`src/rtl/fetch_queue_if.sv`:
```
// Fetch-queue handshake bundle: instruction-memory request/response, decode-side FIFO head
// and execute-stage redirect.
interface fetch_queue_if #(
  parameter int unsigned ADDR_WIDTH = 32
);
  logic                  imem_req_valid;
  logic [ADDR_WIDTH-1:0] imem_req_addr;
  logic                  imem_req_ready;
  logic                  imem_rsp_valid;
  logic [31:0]           imem_rsp_instr;
  logic                  de_valid;
  logic [ADDR_WIDTH-1:0] de_pc;
  logic [31:0]           de_instruction;
  logic [ADDR_WIDTH-1:0] de_pc_plus_4;
  logic                  de_ready;
  logic                  redirect;
  logic [ADDR_WIDTH-1:0] redirect_address;

  modport master (
    output imem_req_valid, imem_req_addr,
    input  imem_req_ready, imem_rsp_valid, imem_rsp_instr,
    output de_valid, de_pc, de_instruction, de_pc_plus_4,
    input  de_ready, redirect, redirect_address
  );

  modport slave (
    input  imem_req_valid, imem_req_addr,
    output imem_req_ready, imem_rsp_valid, imem_rsp_instr,
    input  de_valid, de_pc, de_instruction, de_pc_plus_4,
    output de_ready, redirect, redirect_address
  );
endinterface

```
`src/rtl/fetch_queue.sv`:
```
// Instruction fetch front end: PC owner, in-order imem requests, {pc, instr, pc+4} FIFO.
// Optional FETCH_QUEUE_PERF_EN adds perf_fetched / perf_stall counters.
module fetch_queue #(
   parameter int unsigned DEPTH      = 4,
   parameter int unsigned ADDR_WIDTH = 32
) (
   input  logic                  clk,
   input  logic                  reset,
   input  logic [ADDR_WIDTH-1:0] initial_address,
   fetch_queue_if.master         bus
`ifdef FETCH_QUEUE_PERF_EN
   ,
   output logic [31:0]           perf_fetched,
   output logic [31:0]           perf_stall
`endif
);

   localparam int unsigned PtrW = $clog2(DEPTH);
   localparam int unsigned CntW = $clog2(DEPTH + 1);
   localparam logic [CntW:0] DepthC = (CntW + 1)'(DEPTH);

   typedef enum logic [1:0] {StBoot, StRun, StFlush} state_e;

   state_e                state_q, state_d;
   logic [ADDR_WIDTH-1:0] pc_q, pc_d;
   logic [CntW-1:0]       inflight_q, inflight_d, count_q, count_d;
   logic [PtrW-1:0]       wr_ptr_q, rd_ptr_q, tag_wr_q, tag_rd_q;
   logic [ADDR_WIDTH-1:0] fifo_pc    [DEPTH];
   logic [31:0]           fifo_instr [DEPTH];
   logic [ADDR_WIDTH-1:0] fifo_pp4   [DEPTH];
   logic [ADDR_WIDTH-1:0] tag_pc     [DEPTH];

   logic                  accept, rsp, push, pop, flush_fifo;
   logic [ADDR_WIDTH-1:0] redirect_pc;
   logic                  unused_low_bits;

   assign redirect_pc     = {bus.redirect_address[ADDR_WIDTH-1:2], 2'b00};
   assign unused_low_bits = ^{initial_address[1:0], bus.redirect_address[1:0]};

   assign bus.imem_req_addr  = pc_q;
   assign bus.de_valid       = (count_q != '0);
   assign bus.de_pc          = fifo_pc[rd_ptr_q];
   assign bus.de_instruction = fifo_instr[rd_ptr_q];
   assign bus.de_pc_plus_4   = fifo_pp4[rd_ptr_q];

   always_comb begin
      state_d    = state_q;
      pc_d       = pc_q;
      flush_fifo = 1'b0;
      // Credit rule: buffered + outstanding never exceeds DEPTH, so a response always fits.
      bus.imem_req_valid = (state_q == StRun) &&
                           (({1'b0, count_q} + {1'b0, inflight_q}) < DepthC);
      accept     = bus.imem_req_valid && bus.imem_req_ready;
      rsp        = bus.imem_rsp_valid && (state_q != StBoot);
      inflight_d = inflight_q + CntW'(accept) - CntW'(rsp);

      unique case (state_q)
         StBoot: begin
            pc_d    = {initial_address[ADDR_WIDTH-1:2], 2'b00};
            state_d = StRun;
         end
         StRun: begin
            if (bus.redirect) begin
               pc_d       = redirect_pc;
               flush_fifo = 1'b1;
               if (inflight_d != '0) state_d = StFlush;
            end else if (accept) begin
               pc_d = pc_q + ADDR_WIDTH'(4);
            end
         end
         StFlush: begin
            if (bus.redirect) pc_d = redirect_pc;
            if (inflight_q == '0) state_d = StRun;
         end
         default: state_d = StBoot;
      endcase

      push    = (state_q == StRun) && bus.imem_rsp_valid && !bus.redirect;
      pop     = bus.de_valid && bus.de_ready;
      count_d = flush_fifo ? '0 : count_q + CntW'(push) - CntW'(pop);
   end

   always_ff @(posedge clk) begin
      if (reset) begin
         state_q    <= StBoot;
         pc_q       <= '0;
         inflight_q <= '0;
         count_q    <= '0;
         wr_ptr_q   <= '0;
         rd_ptr_q   <= '0;
         tag_wr_q   <= '0;
         tag_rd_q   <= '0;
         for (int i = 0; i < DEPTH; i++) begin
            fifo_pc[i]    <= '0;
            fifo_instr[i] <= '0;
            fifo_pp4[i]   <= '0;
            tag_pc[i]     <= '0;
         end
      end else begin
         state_q    <= state_d;
         pc_q       <= pc_d;
         inflight_q <= inflight_d;
         count_q    <= count_d;
         // Tag queue tracks every outstanding request, including ones later discarded.
         if (accept) begin
            tag_pc[tag_wr_q] <= pc_q;
            tag_wr_q         <= tag_wr_q + 1'b1;
         end
         if (rsp) tag_rd_q <= tag_rd_q + 1'b1;
         if (push) begin
            fifo_pc[wr_ptr_q]    <= tag_pc[tag_rd_q];
            fifo_instr[wr_ptr_q] <= bus.imem_rsp_instr;
            fifo_pp4[wr_ptr_q]   <= tag_pc[tag_rd_q] + ADDR_WIDTH'(4);
            wr_ptr_q             <= wr_ptr_q + 1'b1;
         end
         if (flush_fifo) rd_ptr_q <= wr_ptr_q;
         else if (pop)   rd_ptr_q <= rd_ptr_q + 1'b1;
      end
   end

`ifdef FETCH_QUEUE_PERF_EN
   always_ff @(posedge clk) begin
      if (reset) begin
         perf_fetched <= '0;
         perf_stall   <= '0;
      end else begin
         if (pop) perf_fetched <= perf_fetched + 32'd1;
         if (!bus.de_valid && (state_q != StBoot)) perf_stall <= perf_stall + 32'd1;
      end
   end
`endif

endmodule
```
`src/flat_wrapper.sv`:
```
// flat-port wrapper written by rule: the top's interface ports become plain ports
module fetch_queue_flat 
#(
   parameter int unsigned DEPTH      = 4,
   parameter int unsigned ADDR_WIDTH = 32
)
  (clk, reset, initial_address, bus_imem_req_valid, bus_imem_req_addr, bus_imem_req_ready, bus_imem_rsp_valid, bus_imem_rsp_instr, bus_de_valid, bus_de_pc, bus_de_instruction, bus_de_pc_plus_4, bus_de_ready, bus_redirect, bus_redirect_address);
  fetch_queue_if #(.ADDR_WIDTH(ADDR_WIDTH)) bus_i ();
  input  logic clk;
  input  logic reset;
  input  logic [ADDR_WIDTH-1:0] initial_address;
  output wire logic [$bits(bus_i.imem_req_valid)-1:0] bus_imem_req_valid;
  output wire logic [$bits(bus_i.imem_req_addr)-1:0] bus_imem_req_addr;
  input wire logic [$bits(bus_i.imem_req_ready)-1:0] bus_imem_req_ready;
  input wire logic [$bits(bus_i.imem_rsp_valid)-1:0] bus_imem_rsp_valid;
  input wire logic [$bits(bus_i.imem_rsp_instr)-1:0] bus_imem_rsp_instr;
  output wire logic [$bits(bus_i.de_valid)-1:0] bus_de_valid;
  output wire logic [$bits(bus_i.de_pc)-1:0] bus_de_pc;
  output wire logic [$bits(bus_i.de_instruction)-1:0] bus_de_instruction;
  output wire logic [$bits(bus_i.de_pc_plus_4)-1:0] bus_de_pc_plus_4;
  input wire logic [$bits(bus_i.de_ready)-1:0] bus_de_ready;
  input wire logic [$bits(bus_i.redirect)-1:0] bus_redirect;
  input wire logic [$bits(bus_i.redirect_address)-1:0] bus_redirect_address;
  assign bus_imem_req_valid = bus_i.imem_req_valid;
  assign bus_imem_req_addr = bus_i.imem_req_addr;
  assign bus_i.imem_req_ready = bus_imem_req_ready;
  assign bus_i.imem_rsp_valid = bus_imem_rsp_valid;
  assign bus_i.imem_rsp_instr = bus_imem_rsp_instr;
  assign bus_de_valid = bus_i.de_valid;
  assign bus_de_pc = bus_i.de_pc;
  assign bus_de_instruction = bus_i.de_instruction;
  assign bus_de_pc_plus_4 = bus_i.de_pc_plus_4;
  assign bus_i.de_ready = bus_de_ready;
  assign bus_i.redirect = bus_redirect;
  assign bus_i.redirect_address = bus_redirect_address;
  fetch_queue #(.DEPTH(DEPTH), .ADDR_WIDTH(ADDR_WIDTH)) u_core (.clk(clk), .reset(reset), .initial_address(initial_address), .bus(bus_i));
endmodule
```
`config.mk`:
```
export PLATFORM = sky130hd
export DESIGN_NAME = fetch_queue_flat
export DESIGN_NICKNAME = d
export VERILOG_FILES = /design/src/rtl/fetch_queue_if.sv /design/src/rtl/fetch_queue.sv /design/src/flat_wrapper.sv
export SDC_FILE = /design/constraint.sdc
export NUM_CORES = 1
export LEC_CHECK = 0
export CAP_MARGIN = 25
export CORE_MARGIN = 1
export CORE_UTILIZATION = 50
export DETAILED_ROUTE_END_ITERATION = 7
export PLACE_DENSITY = 0.76
export RECOVER_POWER = 25
export SLEW_MARGIN = 20
export SYNTH_ARGS = -nofsm -noshare
export SYNTH_HDL_FRONTEND = slang
export SYNTH_SLANG_ARGS = --single-unit
```
`constraint.sdc`:
```
create_clock -name clk -period 12.7 [get_ports clk]
set_clock_uncertainty 0.05 [all_clocks]
set_input_delay 1.27 -clock clk [delete_from_list [all_inputs] [get_ports clk]]
set_output_delay 1.27 -clock clk [all_outputs]
set_load 0.02 [all_outputs]
```
# After elaboration in Yosys (flattened, before gate mapping)
# Memory sizes are Yosys's and may differ from the RTL's. A register that Yosys moved wholly into a read port is not among the register bits.
# Cells that the tools add are included.
dict set report totals {
  regBits 48
  ram_bits 512
  input_bits 102
  output_inout_bits 130
  elab_cells 92
  memories 4
}
dict set report classes {
  add_sub_neg 11
  magnitude_cmp 1
  n_eq_ne 7
  n_mux 40
  n_reduce_logical 21
}
# name depth word_bits read_ports rd_clocked_by_memory_dff wr line_no
set memory_table {}
lappend memory_table {u_core.fifo_instr 4 32 1 1 4 fetch_queue.sv:29} ;# logic [31:0] fifo_instr [DEPTH];
lappend memory_table {u_core.fifo_pc 4 32 1 1 4 fetch_queue.sv:28} ;# logic [ADDR_WIDTH-1:0] fifo_pc [DEPTH];
lappend memory_table {u_core.fifo_pp4 4 32 1 1 4 fetch_queue.sv:30} ;# logic [ADDR_WIDTH-1:0] fifo_pp4 [DEPTH];
lappend memory_table {u_core.tag_pc 4 32 1 1 4 fetch_queue.sv:31} ;# logic [ADDR_WIDTH-1:0] tag_pc [DEPTH];
# operator count
set ops {}
lappend ops {{two-way mux 32 bit} 7}
lappend ops {{OR reduction 32 bit} 4}
lappend ops {{one-hot mux 32 bit (3 select lines)} 1}
lappend ops {{adder 32 x 3 -> 32 bit (second input constant)} 2}
lappend ops {{two-way mux 2 bit} 17}
lappend ops {{two-way mux 1 bit} 14}
lappend ops {{nonzero test 3 bit} 3}
lappend ops {{adder 2 x 1 -> 2 bit (second input constant)} 4}
lappend ops {{adder 3 x 1 -> 3 bit} 2}
lappend ops {{logical AND 1 bit} 6}
lappend ops {{one-hot mux 2 bit (3 select lines)} 1}
lappend ops {{AND reduction 3 bit} 2}
lappend ops {{subtractor 3 x 1 -> 3 bit} 2}
lappend ops {{adder 3 x 3 -> 4 bit} 1}
lappend ops {{< comparator 4 x 3 -> 1 bit (second input constant)} 1}
lappend ops {{inequality test 2 x 1 -> 1 bit (second input constant)} 2}
lappend ops {{inequality test 2 bit (second input constant)} 2}
lappend ops {{nonzero test 2 bit} 2}
lappend ops {{zero test 3 bit} 1}
lappend ops {{inequality test 3 x 2 -> 1 bit (second input constant)} 1}
lappend ops {{== test 2 x 1 -> 1 bit (second input constant)} 1}
lappend ops {{== test 2 bit (second input constant)} 1}
lappend ops {{zero test 2 bit} 1}
lappend ops {{OR reduction 2 bit} 1}
lappend ops {{zero test 1 bit} 1}

# Longest topological paths before layout
# Gate-level depths: netlist of run 1.
dict set report logic_depth {
  depth_word 10
  depth_mapped 15
  ltp_nobuf 14
}

# Worst setup path before layout of run 1
# Ideal clock, no wire load.
dict set report synth_timing {
  path_type {input to register}
  start {in bus_redirect}
  end {mem u_core.fifo_instr[3][0], enable pin}
  setup_time_ns 0.673
  t_arrival_ns 8.557
  t_required_ns 11.977
  path_slack_ns 3.420
  stages 6
  path_buffers 1
  path_cell_list {clkbuf_1 > nor2b_1 > nand2_1 > inv_1 > nand2_1 > o21ai_0}
}
# item line_no
set synth_rtl {}
lappend synth_rtl {{from (decl)} flat_wrapper.sv:22} ;# input wire logic [$bits(bus_i.redirect)-1:0] bus_redirect;
lappend synth_rtl {{to (decl)} fetch_queue.sv:29}

==> results of run 1 <==
worst min path at each step:
stage	slack (ps)	startpoint	cells after the start	to
after floorplan	430	u_core.tag_rd_q[1]$_SDFFE_PP0P_	2	register
after global placement	460	u_core.tag_rd_q[1]$_SDFFE_PP0P_	2	register
after detailed placement	480	u_core.bus.imem_req_addr[31]$_SDFFE_PP0P_	2	u_core.bus.imem_req_addr[31]$_SDFFE_PP0P_
after CTS	500	u_core.bus.imem_req_addr[31]$_SDFFE_PP0P_	2	u_core.bus.imem_req_addr[31]$_SDFFE_PP0P_
after global routing	530	u_core.bus.imem_req_addr[31]$_SDFFE_PP0P_	2	u_core.bus.imem_req_addr[31]$_SDFFE_PP0P_
final	500	u_core.bus.imem_req_addr[31]$_SDFFE_PP0P_	2	u_core.bus.imem_req_addr[31]$_SDFFE_PP0P_
Yosys cell counts (all sizes together), types with 4 or more instances:
library cell and count:
nor3 17, nor4 12, and4 5, o211ai 27, and3 4, mux2 23
dfxtp 50, or2 6, nor2b 5, nand2b 5, xor2 16, nor2 365
buf 50, o21ai 43, or3 4, nand3 30, a31oi 10, mux4 119
a211oi 8, edfxtp 496, clkbuf 78, and2 103, nand2 163, mux2i 30
a21oi 24, xnor2 36, nand4 20, ha 12, inv 86
through the flow:
step | cells | utilization | total power, µW
floorplan | 1886 | - | 3520
global placement | 2672 | 0.566 | 4170
detailed placement | 2672 | 0.567 | 4210
CTS | 2774 | 0.602 | 5790
global route | 2775 | 0.602 | 5990
finish | 2775 | 0.602 | 5760
placed cells by master, fill, tap and decap left out, drive strengths merged, types with 4 or more instances in the layout:
| cell type | instances |
|---|---|
| a211oi | 8 |
| bufinv | 5 |
| conb | 6 |
| xnor2 | 36 |
| nor4 | 12 |
| or2 | 6 |
| mux4 | 119 |
| a21oi | 24 |
| and4 | 5 |
| dlygate4sd3 | 11 |
| or3 | 4 |
| mux2i | 30 |
| xor2 | 16 |
| nand4 | 20 |
| ha | 12 |
| nand3 | 30 |
| buf | 20 |
| and2 | 103 |
| a31oi | 10 |
| o21ai | 43 |
| nand2b | 5 |
| and3 | 4 |
| clkdlybuf4s50 | 213 |
| nor2b | 5 |
| edfxtp | 496 |
| inv | 89 |
| nor2 | 365 |
| dfxtp | 50 |
| mux2 | 23 |
| o211ai | 27 |
| nand2 | 163 |
| nor3 | 17 |
| clkinv | 26 |
| clkbuf | 72 |
cell type report:
| cell class | instances | area, µm² | area share |
|---|---|---|---|
| sequential | 546 | 15900 | 0.538 |
| multi-input combinational | 1126 | 8330 | 0.282 |
| timing repair buffer | 251 | 2440 | 0.0824 |
| clock buffer | 65 | 1440 | 0.0485 |
| tap | 664 | 831 | 0.0281 |
| inverter | 86 | 323 | 0.0109 |
| clock inverter | 37 | 320 | 0.0108 |
metal layers:
layer | vias to the layer above | wire (µm) | share of wire
met5 | - | 0 | 0
met4 | 0 | 1240 | 0.021
met3 | 86 | 4710 | 0.080
met2 | 675 | 28800 | 0.49
met1 | 7773 | 24300 | 0.41
li1 | 7173 | - | -
sequential cells by signal, summed over array words and instances (netlist names), named ones only:
name                      cells
u_core.bus.imem_req_addr     30
u_core.wr_ptr_q               2
u_core.rd_ptr_q               2
u_core.fifo_instr           128
u_core.fifo_pp4             120
u_core.tag_pc               124
u_core.count_q                3
u_core.fifo_pc              124
u_core.tag_rd_q               2
u_core.inflight_q             3
u_core.state_q                2
u_core.tag_wr_q               2
power breakdown:
part / switching [µW] / internal (µW)
clock: 686 / 908
sequential: 192 / 2120
combinational: 1030 / 826
total: 1910 / 3850
cells by family (layout without fill, tap and decap cells):
| logic type | Yosys count | after routing | synth area share |
|---|---|---|---|
| AOI/OAI and AO/OA | 137 | 137 | 0.0346 |
| xor gates and xnor gates | 53 | 53 | 0.0203 |
| adders and majority gates | 14 | 14 | 0.00759 |
| buffers and inverters | 214 | 439 | 0.0382 |
| DFF | 546 | 546 | 0.634 |
| muxes | 172 | 172 | 0.130 |
| other | 1 | 6 | 0.000150 |
| and+or+nand+nor | 744 | 744 | 0.135 |
worst reg2reg max path, delay by kind of cell (launching register included):
family | cells | cell delay, ps
buffers and inverters | 5 | 3340
DFF | 1 | 360
and+or+nand+nor | 5 | 1620
adders and majority gates | 1 | 290
==> impl_metrics.json, run 1 <==
{
  "critPathMostFrequentCell": "clkbuf_1",
  "hold_ws_ps": 499,
  "synth_area_leaders": "edfxtp_1, mux4_2, nor2_1, dfxtp_1, and2_1",
  "viasPerCell": 5.66,
  "reg2reg_depth": 11,
  "endpoint": "u_core.fifo_pc[0][14]$_SDFFCE_PN0P_",
  "dp_slack_ps": 7380,
  "grt_use_met3": 0.0449,
  "die_area_um2": 51000,
  "r2r-start": "u_core.state_q[1]$_SDFFE_PP0P_",
  "die_y_um": 226,
  "worst-path-stages": 10,
  "drv_cap": 7,
  "core_area_um2": 49200,
  "slew_viol_final": 238,
  "path_delay_family": "buffers and inverters",
  "yosysTopAreaCell": "edfxtp_1",
  "grt.busiest_layer": "met2",
  "cp.buffers_inverters": 5,
  "nets": 2182,
  "outcome": "complete, but fails checks",
  "violations": "max-capacitance violations, max-slew violations",
  "final_layout_size_suffix_gt1_frac": 0.130,
  "root_buffer": "clkbuf_16",
  "grt-ovfl-total": 0,
  "period_share": 0.533,
  "ys.flop_type": "edfxtp_1",
  "maxSlewHeadroom": -1.05,
  "peakVddDrop_v": 0.000146,
  "post_cts_resized": 0,
  "crit_path_max_fanout": 93,
  "yosysUniqueCellTypes": 65,
  "synth-seq-area-share": 0.634,
  "crit_path_start_kind": "input port",
  "synth_async_sr_flop_share": 0,
  "ys_seq_elements": 546,
  "cts_hold_buf": 0,
  "max_freq_mhz": 148,
  "r2r_end": "u_core.fifo_pc[0][14]$_SDFFCE_PN0P_",
  "nFillCells": 3711,
  "cts_tree": "built",
  "crit_required_ps": 12780,
  "ff2ff_setup_slack_ps": 6470,
  "clk_pin_slew_worst_paths_ps": 60,
  "tightest_slew_ps": 3070,
  "rsz0062_at_grt": "no",
  "routedWlPerCell_um": 21.3,
  "clk_path_buf_depth": 3,
  "dieWidth_um": 226,
  "use_met2": 0.394,
  "dp_hpwl_um": 34600,
  "syn_avg_cell_area_um2": 13.3,
  "tns_ps": 0,
  "slowest_stage": "clkbuf_1",
  "io_pins": 232,
  "grt_pass1_vias": 16100,
  "finalInstanceArea_um2": 29600,
  "cellPowerDensity_nw_per_um2": 195,
  "startpoint": "bus_redirect",
  "synth-warning-count": 0,
  "end_kind": "register",
  "syn_to_final_growth_pct": 18.0,
  "synth_top_cell_area_share": 0.594,
  "clock-sinks": 546,
  "portBuffers": 225,
  "cts-htree-levels": 2,
  "netlist_area_um2": 25100,
  "placed_cell_area_um2": 27800,
  "drt_iter0_drc": 1448,
  "crit_chain": "dlygate4sd3_1 > nor2b_1 > clkbuf_1 > nand2_1 > inv_1 > nand2_2 > clkbuf_1 > or3_2 > buf_4 > nand2_8",
  "gp_congestion": 0.874,
  "grt_use_total": 0.235,
  "fin_crit_ps": 6770,
  "rows": 81,
  "clk_latency_ps": 620,
  "vias": 15700,
  "routed_wl_um": 59000,
  "synth_edf_count": 496,
  "antenna_left": 0,
  "hp-class": "register to register",
  "diodes": 0,
  "initial_core_util": 0.510,
  "dr.pass1.iters": 7,
  "antenna_found_initial": 0,
  "hold_viol_final": 0,
  "syn_inst": 1881,
  "power_leakage_uw": 0.0105,
  "grt_max_degree": 94,
  "worstSetupPathType": "input port to register",
  "use_met1": 0.313,
  "drc": 0,
  "grt_pass1_wl_um": 90600,
  "arrival_ps": 6850,
  "cts_setup_buffers": 0,
  "cpPeakStageDelay_ps": 2140,
  "finalSetupViolations": 0,
  "numCtsBuffers": 55,
  "fin_ws_ps": 5930
}
(Power assumes the default switching activity.)
==> inputs of run 2 (changes only) <==
Clock period 12.7 ns to 6.7 ns, I/O delays scaled along.
==> run 2 against run 1 <==
Effect of this change:
- the flow still finishes with violations (max-capacitance violations, max-slew violations)
- largest power group unchanged
- via count grew 0.65%
- clock power grew 87%
- wire length shrank 0.85%
- count of clock-buffer cells in the layout grew 4
- cell count grew 0.18%
- non-clock buffer count grew 4
- design area is essentially flat
- worst hold slack lost 14 ps
==> impl_metrics.json, run 2 (synthesis results as in run 1) <==
{
  "tns_ps": 0,
  "power_leakage_uw": 0.0106,
  "violations": "max-capacitance violations, max-slew violations",
  "rows": 81,
  "core_area_um2": 49200,
  "drv_cap": 3,
  "crit_chain": "inv_1 > ha_1 > nor2b_1 > clkbuf_1 > nand2_1 > inv_1 > nand2_2 > buf_4 > or3_2 > nand2_4 > buf_4",
  "clk_pin_slew_worst_paths_ps": 60,
  "highest_layer": "met4",
  "drc": 0,
  "die_area_um2": 51000,
  "hp-class": "register to register",
  "crit_path_start_kind": "register",
  "die_y_um": 226,
  "post_cts_resized": 0,
  "grt-ovfl-total": 0,
  "hold_start": "u_core.tag_rd_q[1]$_SDFFE_PP0P_",
  "clk_latency_ps": 600,
  "reg2reg_depth": 11,
  "finalInstanceArea_um2": 29600,
  "grt_use_total": 0.233,
  "r2r-start": "u_core.state_q[1]$_SDFFE_PP0P_",
  "max_freq_mhz": 222,
  "end_kind": "register",
  "nets": 2185,
  "worstSetupPathType": "register to register",
  "peakVddDrop_v": 0.000231,
  "crit_path_max_fanout": 52,
  "r2r_end": "u_core.fifo_instr[0][5]$_SDFFCE_PN0P_",
  "io_pins": 232,
  "cts_setup_buffers": 0,
  "dieWidth_um": 226,
  "dp_hpwl_um": 35200,
  "startpoint": "u_core.state_q[1]$_SDFFE_PP0P_",
  "gp_congestion": 0.875,
  "wl_met1_um": 23500,
  "antenna_left": 0,
  "grt_pass1_wl_um": 89800,
  "arrival_ps": 4690,
  "initial_core_util": 0.510,
  "crit_required_ps": 6880,
  "slew_viol_final": 95,
  "cpPeakStageDelay_ps": 670,
  "min_path_cells": 2,
  "dr.pass1.iters": 5,
  "largest-register": "u_core.fifo_instr",
  "cellPowerDensity_nw_per_um2": 367,
  "portBuffers": 225,
  "root_buffer": "clkbuf_16",
  "routedWlPerCell_um": 21.0,
  "route.met2.wl_um": 29700,
  "period_share": 0.673,
  "outcome": "complete, but fails checks",
  "slowest_stage": "clkbuf_1",
  "cts-htree-levels": 2,
  "grt_max_degree": 94,
  "fin_crit_ps": 4510,
  "viasPerCell": 5.69,
  "reg_top3": "u_core.fifo_instr x128, u_core.fifo_pc x124, u_core.tag_pc x124",
  "grt_pass1_vias": 16100,
  "final_cell_mix": "edfxtp_1, nor2_1, clkdlybuf4s50_1, nand2_1, mux4_2",
  "maxSlewHeadroom": -0.347,
  "vias": 15800,
  "final_common_cell": "edfxtp_1",
  "routed_wl_um": 58500,
  "rsz0062_at_grt": "no",
  "hold_viol_final": 0,
  "antenna_found_initial": 1,
  "wl_met3_um": 4160,
  "syn_to_final_growth_pct": 18.0,
  "ff2ff_setup_slack_ps": 2190,
  "cts_tree": "built",
  "finalSetupViolations": 0,
  "placed_cell_area_um2": 27900,
  "cts_hold_buf": 0,
  "clock-sinks": 546,
  "clk_path_buf_depth": 3,
  "tightest_slew_ps": 2020,
  "drt_iter0_drc": 1424,
  "numCtsBuffers": 54,
  "final_layout_size_suffix_gt1_frac": 0.130,
  "largest_reg_flops": 128
}
[run 2: cell types whose count changed in the layout (fill, tap and decap cells not counted), sizes merged]
cell           delta
clkinvlp          -1
clkbuf            +2
clkdlybuf4s50    -20
dlygate4sd3      +20
diode             +1
clkinv            -3
buf               +6
[run 2: worst max-delay path, delay by kind of cell, from the launching register on]
family | cells | cell delay, ps
fa+ha+maj | 1 | 320
simple gates | 5 | 1510
flops | 1 | 330
buf+inv | 5 | 1900
[run 2: per-layer routing]
metal,GRT usage,vias up
met5,0,-
met4,0.0606,0
met3,0.0358,84
met2,0.402,661
met1,0.307,7895
li1,-,7169
[run 2: how the worst max path moves through the flow]
stage | cells past startpoint | end | slack (ps)
after global placement | 10 | u_core.fifo_pp4[0][18]$_SDFFCE_PN0P_ | 2330
after floorplan | 6 | u_core.fifo_instr[3][0]$_DFFE_PP_ | 530
after detailed placement | 10 | u_core.fifo_pp4[0][17]$_SDFFCE_PN0P_ | 2290
final | 11 | u_core.fifo_instr[0][5]$_SDFFCE_PN0P_ | 2190
after CTS | 3 | bus_de_pc_plus_4[1] | 2470
after global routing | 10 | u_core.fifo_instr[0][4]$_SDFFCE_PN0P_ | 1980
[run 2: final cells by class]
class / count / area, µm²
inverter: 86 / 323
clock buffer: 69 / 1440
sequential: 546 / 15900
clock inverter: 33 / 299
fill: 3736 / 19600
timing repair buffer: 255 / 2450
multi-input combinational: 1126 / 8330
tap: 664 / 831
antenna: 1 / 2.50
[run 2: power by group]
part           internal [µW]  leakage (µW)  switching, µW
Sequential              4010       0.00554            406
Combinational           1550       0.00420           1920
Clock                   1710      0.000845           1270
Total                   7270        0.0106           3590
[run 2: stage by stage]
| stage | cells | util | power, µW | setup WS [ps] | hold slack (ps) |
|---|---|---|---|---|---|
| detailed placement | 2677 | 0.567 | 7990 | 2290 | 467 |
| finish | 2780 | 0.602 | 10900 | 2190 | 485 |
| CTS | 2779 | 0.602 | 11000 | 2470 | 489 |
| floorplan | 1886 | - | 6660 | 532 | 435 |
| global placement | 2676 | 0.567 | 7920 | 2330 | 457 |
| global route | 2780 | 0.602 | 11300 | 1980 | 522 |
==> inputs of run 3 (changes only) <==
Clock period 6.7 ns to 4.75 ns, I/O delays scaled along.
==> run 3 against run 2 <==
Effect of this change:
- the flow still finishes with violations (max-capacitance violations, max-slew violations)
- worst hold slack worse by 260 ps
- utilization up 0.46 points
- fmax is 17% higher
- non-clock buffer count grew 4
- register-to-register slack worse by 1300 ps
- combinational power grew 43%
- sequential power up 40%
- clock power grew 50%
- total power increased by 44%
- largest power group unchanged
- highest routed layer unchanged
==> impl_metrics.json, run 3 (synthesis results as in run 1) <==
{
  "final_common_cell": "edfxtp_1",
  "min_path_cells": 2,
  "dp_hpwl_um": 35800,
  "slew_viol_final": 31,
  "cp.buffers_inverters": 0,
  "drv_cap": 1,
  "outcome": "complete, but fails checks",
  "hold_viol_final": 0,
  "worstSetupPathType": "register to register",
  "nets": 2190,
  "cts-htree-levels": 2,
  "dp_slack_ps": 1300,
  "final_cells": 2784,
  "clk_pin_slew_worst_paths_ps": 60,
  "rsz0062_at_grt": "no",
  "largest-register": "u_core.fifo_instr",
  "maxSlewHeadroom": -0.125,
  "fin_ws_ps": 902,
  "power_leakage_uw": 0.0107,
  "root_buffer": "clkbuf_16",
  "vias": 15600,
  "clock-sinks": 546,
  "clk_path_buf_depth": 3,
  "die_y_um": 226,
  "path_delay_family": "flip-flops",
  "grt-ovfl-total": 0,
  "crit_path_start_kind": "register",
  "fin_crit_ps": 3850,
  "final_layout_size_suffix_gt1_frac": 0.136,
  "grt_use_total": 0.232,
  "tightest_slew_ps": 1690,
  "tns_ps": 0,
  "routedWlPerCell_um": 21.1,
  "initial_core_util": 0.510,
  "nFillCells": 3733,
  "p_sw_frac": 0.325,
  "dp_cells": 2681,
  "power_frac_comb": 0.316,
  "whs_endpoint": "u_core.state_q[1]$_SDFFE_PP0P_",
  "antenna_found_initial": 1,
  "routed_wl_um": 58600,
  "grt_pass1_wl_um": 89100,
  "grt_max_degree": 94,
  "hold_ws_ps": 230,
  "cpPeakStageDelay_ps": 1170,
  "largest_reg_flops": 128,
  "cts_setup_buffers": 0,
  "pwr-share-clk": 0.286,
  "p_int_uw": 10500,
  "crit_required_ps": 4990,
  "crit_chain": "mux4_1 > ha_1 > nand4_1 > or3_1 > xnor2_1 > nor2_1",
  "syn_to_final_growth_pct": 18.9,
  "dr.pass1.iters": 5,
  "dieWidth_um": 226,
  "core_area_um2": 49200,
  "crit_path_max_fanout": 29,
  "cts_hold_buf": 0,
  "final_cell_mix": "edfxtp_1, nor2_1, clkdlybuf4s50_1, nand2_1, mux4_2",
  "numCtsBuffers": 55,
  "grt_pass1_vias": 16000,
  "r2r_end": "u_core.fifo_pp4[2][12]$_SDFFCE_PN0P_",
  "viasPerCell": 5.61,
  "reg_top3": "u_core.fifo_instr x128, u_core.fifo_pc x124, u_core.tag_pc x124",
  "period_share": 0.810,
  "max_freq_mhz": 260,
  "die_area_um2": 51000,
  "hp-class": "input port to register",
  "drc": 0,
  "final_core_util": 0.606,
  "peakVddDrop_v": 0.000368,
  "power_frac_seq": 0.398,
  "violations": "max-capacitance violations, max-slew violations",
  "cellPowerDensity_nw_per_um2": 524,
  "gp_congestion": 0.903,
  "rows": 81,
  "cts_tree": "built",
  "hold_start": "reset",
  "antenna_left": 0,
  "clk_latency_ps": 590,
  "reg2reg_depth": 6,
  "power.switching_uw": 5080,
  "portBuffers": 225,
  "io_pins": 232,
  "finalSetupViolations": 0,
  "ff2ff_setup_slack_ps": 900,
  "post_cts_resized": 0,
  "arrival_ps": 4080,
  "drt_iter0_drc": 1271,
  "slowest_stage": "dfxtp_1",
  "end_kind": "register"
}
-- run 3: changes by cell type in the layout (fill, tap and decap cells not counted), sizes merged --
cell and delta:
clkinv +2, buf +4, clkbuf -5, bufinv +4
inv -1
-- run 3: layout make-up --
type                            count  area [µm²]  share of cell area
Clock inverter                     38         434              0.0146
Tap cell                          664         831              0.0279
Timing Repair Buffer              259        2570              0.0864
Inverter                           86         323              0.0108
Antenna cell                        1        2.50           0.0000840
Clock buffer                       64        1430              0.0480
Multi-Input combinational cell   1126        8300               0.278
Sequential cell                   546       15900               0.534
-- run 3: worst max path at each step --
stage / slack [ps] / from / end / depth (start not counted)
after floorplan: 270 / u_core.state_q[1]$_SDFFE_PP0P_ / u_core.fifo_instr[0][0]$_SDFFCE_PN0P_ / 11
after detailed placement: 1300 / bus_redirect / u_core.fifo_instr[2][6]$_SDFFCE_PN0P_ / 6
after CTS: 1120 / register / bus_de_pc[2] / 3
final: 900 / register / u_core.fifo_pp4[2][12]$_SDFFCE_PN0P_ / 6
after global routing: 570 / register / u_core.fifo_pp4[1][26]$_SDFFCE_PN0P_ / 7
after global placement: 1390 / bus_redirect / u_core.fifo_instr[0][27]$_SDFFCE_PN0P_ / 8
-- run 3: power groups by stage --
stage          Clock (µW)  Sequential (µW)  Combinational [µW]
6_report             4470             6210                4940
5_1_grt              4680             6280                5310
4_1_cts              4510             6220                5010
3_5_place_dp            0             6310                4990
3_3_place_gp            0             6280                4940
2_1_floorplan           0             6060                3340
-- run 3: per-layer routing --
| metal | routed length, µm | part of all wire | global-route usage | vias up |
|---|---|---|---|---|
| met4 | 1450 | 0.025 | 0.0733 | 0 |
| met1 | 23600 | 0.40 | 0.306 | 7712 |
| li1 | - | - | - | 7168 |
| met2 | 29300 | 0.50 | 0.392 | 640 |
| met3 | 4290 | 0.073 | 0.0401 | 92 |
| met5 | 0 | 0 | 0 | - |
-- run 3: metrics by stage --
stage,area [µm²],power (µW)
after CTS,29800,15700
after detailed placement,28000,11300
final,29800,15600
after global placement,28000,11200
after global routing,29800,16300
after floorplan,25100,9400
